File: config.mk
export PLATFORM = sky130hd
export DESIGN_NAME = prince_sbox_cms_compress
export DESIGN_NICKNAME = d
export VERILOG_FILES = /design/src/rtl/prince_sbox_cms_compress.sv
export SDC_FILE = /design/constraint.sdc
export NUM_CORES = 1
export LEC_CHECK = 0
export ABC_AREA = 0
export CELL_PAD_IN_SITES_DETAIL_PLACEMENT = 1
export CELL_PAD_IN_SITES_GLOBAL_PLACEMENT = 1
export CORE_MARGIN = 5
export CORE_UTILIZATION = 35
export DETAILED_ROUTE_END_ITERATION = 8
export PLACE_DENSITY = 0.67
export RECOVER_POWER = 25
export SYNTH_ARGS = -nofsm -noshare
export SYNTH_HDL_FRONTEND = slang
export SYNTH_SLANG_ARGS = --single-unit
File: constraint.sdc
create_clock -name clk -period 1.6 [get_ports clk]
set_input_delay 0.32 -clock clk [delete_from_list [all_inputs] [get_ports clk]]
set_output_delay 0.32 -clock clk [all_outputs]
set_load 0.05 [all_outputs]
File: src/rtl/prince_sbox_cms_compress.sv
// ============================================================================
// Module   : prince_sbox_cms_compress
// Brief    : Two-stage share compression for a masked PRINCE S-box. Stage 1
//            is a pure glitch-barrier register of the component shares;
//            stage 2 folds NCOMP components per output bit into 3 shares.
//            Optional macro PRINCE_CMS_REFRESH_EN adds a 2*NOUT-bit rnd port
//            and refreshes the stage-2 shares on load.
// Revision : 1.0 - initial release
// ============================================================================
`default_nettype none

module prince_sbox_cms_compress #(
    parameter int NOUT  = 4,
    parameter int NCOMP = 9
) (
    input  logic                  clk,
    input  logic                  rst_n,
    input  logic [NOUT*NCOMP-1:0] in_sh,
    input  logic                  in_valid,
    output logic                  in_ready,
    output logic [NOUT*3-1:0]     out_sh,
    output logic                  out_valid,
`ifdef PRINCE_CMS_REFRESH_EN
    input  logic [2*NOUT-1:0]     rnd,
`endif
    input  logic                  out_ready
);

    localparam int c_NGROUP = NCOMP / 3;

    logic                  r_s1_valid;
    logic [NOUT*NCOMP-1:0] r_s1_data;
    logic                  r_s2_valid;
    logic [NOUT*3-1:0]     r_s2_data;

    logic                  w_in_xfer;
    logic                  w_out_xfer;
    logic                  w_s2_load;
    logic [NOUT*3-1:0]     w_comp;
    logic [NOUT*3-1:0]     w_s2_next;

    // Stage 2 may load when it is empty or is draining in this very cycle.
    assign w_out_xfer = r_s2_valid & out_ready;
    assign w_s2_load  = r_s1_valid & (~r_s2_valid | out_ready);
    assign in_ready   = ~r_s1_valid | w_s2_load;
    assign w_in_xfer  = in_valid & in_ready;

    // Share k of bit o collects every component whose index is congruent to k mod 3.
    for (genvar o = 0; o < NOUT; o++) begin : g_bit
        for (genvar k = 0; k < 3; k++) begin : g_share
            always_comb begin
                w_comp[o*3+k] = 1'b0;
                for (int g = 0; g < c_NGROUP; g++) begin
                    w_comp[o*3+k] = w_comp[o*3+k] ^ r_s1_data[o*NCOMP + 3*g + k];
                end
            end
        end
    end

`ifdef PRINCE_CMS_REFRESH_EN
    // Mask shares sum to zero per bit, so the unmasked value is preserved.
    for (genvar o = 0; o < NOUT; o++) begin : g_refresh
        assign w_s2_next[o*3+0] = w_comp[o*3+0] ^ rnd[2*o];
        assign w_s2_next[o*3+1] = w_comp[o*3+1] ^ rnd[2*o+1];
        assign w_s2_next[o*3+2] = w_comp[o*3+2] ^ rnd[2*o] ^ rnd[2*o+1];
    end
`else
    assign w_s2_next = w_comp;
`endif

    always_ff @(posedge clk or negedge rst_n) begin
        if (!rst_n) begin
            r_s1_valid <= 1'b0;
            r_s1_data  <= '0;
        end else begin
            if (w_in_xfer) begin
                r_s1_valid <= 1'b1;
                r_s1_data  <= in_sh;
            end else if (w_s2_load) begin
                r_s1_valid <= 1'b0;
            end
        end
    end

    always_ff @(posedge clk or negedge rst_n) begin
        if (!rst_n) begin
            r_s2_valid <= 1'b0;
            r_s2_data  <= '0;
        end else begin
            if (w_s2_load) begin
                r_s2_valid <= 1'b1;
                r_s2_data  <= w_s2_next;
            end else if (w_out_xfer) begin
                r_s2_valid <= 1'b0;
            end
        end
    end

    assign out_sh    = r_s2_data;
    assign out_valid = r_s2_valid;

endmodule

`default_nettype wire

==> flow_summary_export.csv <==
group,metric,value,unit
place,io_buffers,53,
setup_path,end_kind,"output port",
power_and_ir_drop,ir_drop,0.828,mV
synth,ys_ff_latch,50,
outcome,status,"completed",
clock_network,h-tree-depth,2,
synth,yosys.area_share.simple,0.0284,
sta,period_minus_slack,1.52,ns
sta,timing.final.crit_share,0.950,
sta,skew,0.00599,ns
synth,synth_compound_area_frac,0,
power_and_ir_drop,power_leakage,0.00133,µW
cells_and_area,nFillCells,632,
floorplanning,start_util,0.356,
cells_and_area,multi_input_area,927,µm²
synth,yosys_warnings,0,
sta,max_freq,658,MHz
route,vias_per_cell,4.59,
floorplanning,dieArea,8130,µm²
sta,setup_viol,0,
clock_network,cts_resized,0,
clock_network,cts-root-buf,"clkbuf_8",
synth,synth.avg_cell_area,17.0,µm²
cells_and_area,final_cell_mix,"49 x dfrtp_1, 38 x clkdlybuf4s50_1, 30 x mux2_4",
synth,synth_fa_ha_area_frac,0,
synth,syn_nets,172,
synth,postSynthCellCount,132,
global_route,antenna_found_initial,0,
power_and_ir_drop,powerDensity,1400,nW/µm²
route,drtPass1Iterations,3,
place,dp_cells,266,
synth,ys_seq_area_frac,0.556,
place,placedInstanceArea,2900,µm²
clock_network,clk_pin_slew,0.09,ns
cells_and_area,area_delta_synth_final,33.4,%
sta,fin_hold_ws,0.516,ns
cells_and_area,layout.nets,238,
cells_and_area,layoutNonFillerInstCount,276,
floorplanning,coreArea,6310,µm²
global_route,grt_max_degree,51,
synth,synthXorXnorAreaFrac,0.0934,
setup_path,start_kind,"primary input",
cells_and_area,drive_gt1_frac,0.417,
clock_network,clk_path_buf_depth,2,
setup_path,worstPathMaxFanout,2,
floorplanning,placementRows,29,
place,gp_congestion,0.815,
route,wl,4490,µm
setup_path,path_cells,"clkdlybuf4s50_1, nand3b_4, buf_4, buf_12",
global_route,grt.total_usage,0.118,
route,dr.first_iter.drc_count,41,
global_route,grt_pass1_vias,1531,
clock_network,insertion_delay,0.31,ns
floorplanning,pin_count,54,
sta,relSlewSlack,0.539,
sta,worst_pin_slew,0.692,ns
route,drc,0,
setup_path,arrival,1.20,ns
route,num_vias,1267,
worst_hold_path,hp-class,"flop to flop",
run,drv_cap,0,
synth,synth_mux_area_frac,0.290,
route,wl_per_cell,16.3,µm
route,ant_nets,0,
setup_path,required,1.28,ns
sta,rsz0062_at_grt,"no",
cells_and_area,regArea,1250,µm²
power_and_ir_drop,p_total,4210,µW
setup_path,crit_type,"primary input to output port",
sta,hold_violations,0,
floorplanning,die_h,90.2,µm
synth,synth_top_family_by_area,"multiplexers",
setup_path,cp_slowest_cell,"clkdlybuf4s50_1",
global_route,grt-ovfl-total,0,
setup_path,slowest_delay,0.42,ns
synth,syn_area,2250,µm²
clock_network,cts_made_buffers,5,
clock_network,cts_tree,"built",
setup_path,worstPathBufferInverterCount,3,
cells_and_area,final_area,3000,µm²
sta,drv_slew,0,
place,dp_hpwl,3320,µm
clock_network,cts_sinks,50,
setup_path,critPathTopFamily,"buffers and inverters",
cells_and_area,final_common_cell,"dfrtp_1",
cells_and_area,diodes,0,
global_route,grt_pass1_wl,7740,µm
synth,synth_cell_types,11,
floorplanning,die_w,90.2,µm
## logic make-up (layout without fill, tap and decap cells)
logic type | after synthesis | after routing
buf+inv | 4 | 71
simple gates | 6 | 6
xor+xnor | 24 | 24
flops | 50 | 50
mux | 48 | 48
## worst paths after layout
kind | slack, ns | startpoint | cells past startpoint | end
worst max register to register | 0.20 | out_valid | 5 | r_s1_data[18]
worst min register to register | 0.52 | out_sh[6] | 1 | out_sh[6]
max in group asynchronous | 0.41 | rst_n | 3 | out_valid
min in group asynchronous | 0.70 | rst_n | 3 | out_sh[2]
worst min-delay path | 0.52 | out_sh[6] | 1 | out_sh[6]
worst max-delay path | 0.08 | out_ready | 4 | in_ready
## timing repair
item | 4_1_cts | 5_1_grt
setup buffers | 0 | 1
setup endpoints to repair | 0 | 1
hold buffers | 1 | 0
hold endpoints to repair | 46 | 0
## per-stage QoR
| stage | worst slack (ns) | util | TNS [ns] |
|---|---|---|---|
| 2_1_floorplan | 0.0439 | - | 0 |
| 3_3_place_gp | -0.0640 | 0.460 | -1.64 |
| 3_5_place_dp | -0.113 | 0.460 | -3.92 |
| 4_1_cts | 0.0167 | 0.476 | 0 |
| 5_1_grt | 0.0501 | 0.475 | 0 |
| 6_report | 0.0807 | 0.475 | 0 |
## final cells by class
type / count / share of cell area
Clock buffer: 6 / 0.0275
Clock inverter: 2 / 0.00417
Multi-Input combinational cell: 78 / 0.309
Sequential cell: 50 / 0.417
Tap cell: 77 / 0.0321
Timing Repair Buffer: 63 / 0.210
## flip-flops by register name, indices dropped and copies added (netlist names)
name,cells
out_sh,12
out_valid,1
r_s1_data,36
r_s1_valid,1
## layer usage
layer | GRT usage | share of wire
met1 | 0.148 | 0.43
met2 | 0.198 | 0.51
met3 | 0.0359 | 0.050
met4 | 0.0298 | 0.011
met5 | 0 | 0
## where the power goes
group	switching, µW	leakage, µW	total [µW]	internal, µW
combinational	899	0.000701	1680	784
clock	425	0.0000472	773	348
sequential	194	0.000581	1750	1560
## cells in the mapped netlist
cell type,number,share of area
buf_12,3,0.027
nand2b_1,2,0.0056
nand2_1,1,0.0017
buf_6,1,0.0050
mux2_2,18,0.090
xnor2_1,24,0.093
dfrtp_1,50,0.56
nand2_8,1,0.0089
mux2_4,30,0.20
or2b_1,1,0.0033
nand3b_4,1,0.0089
Note: power is estimated with default switching activity, not from simulation.
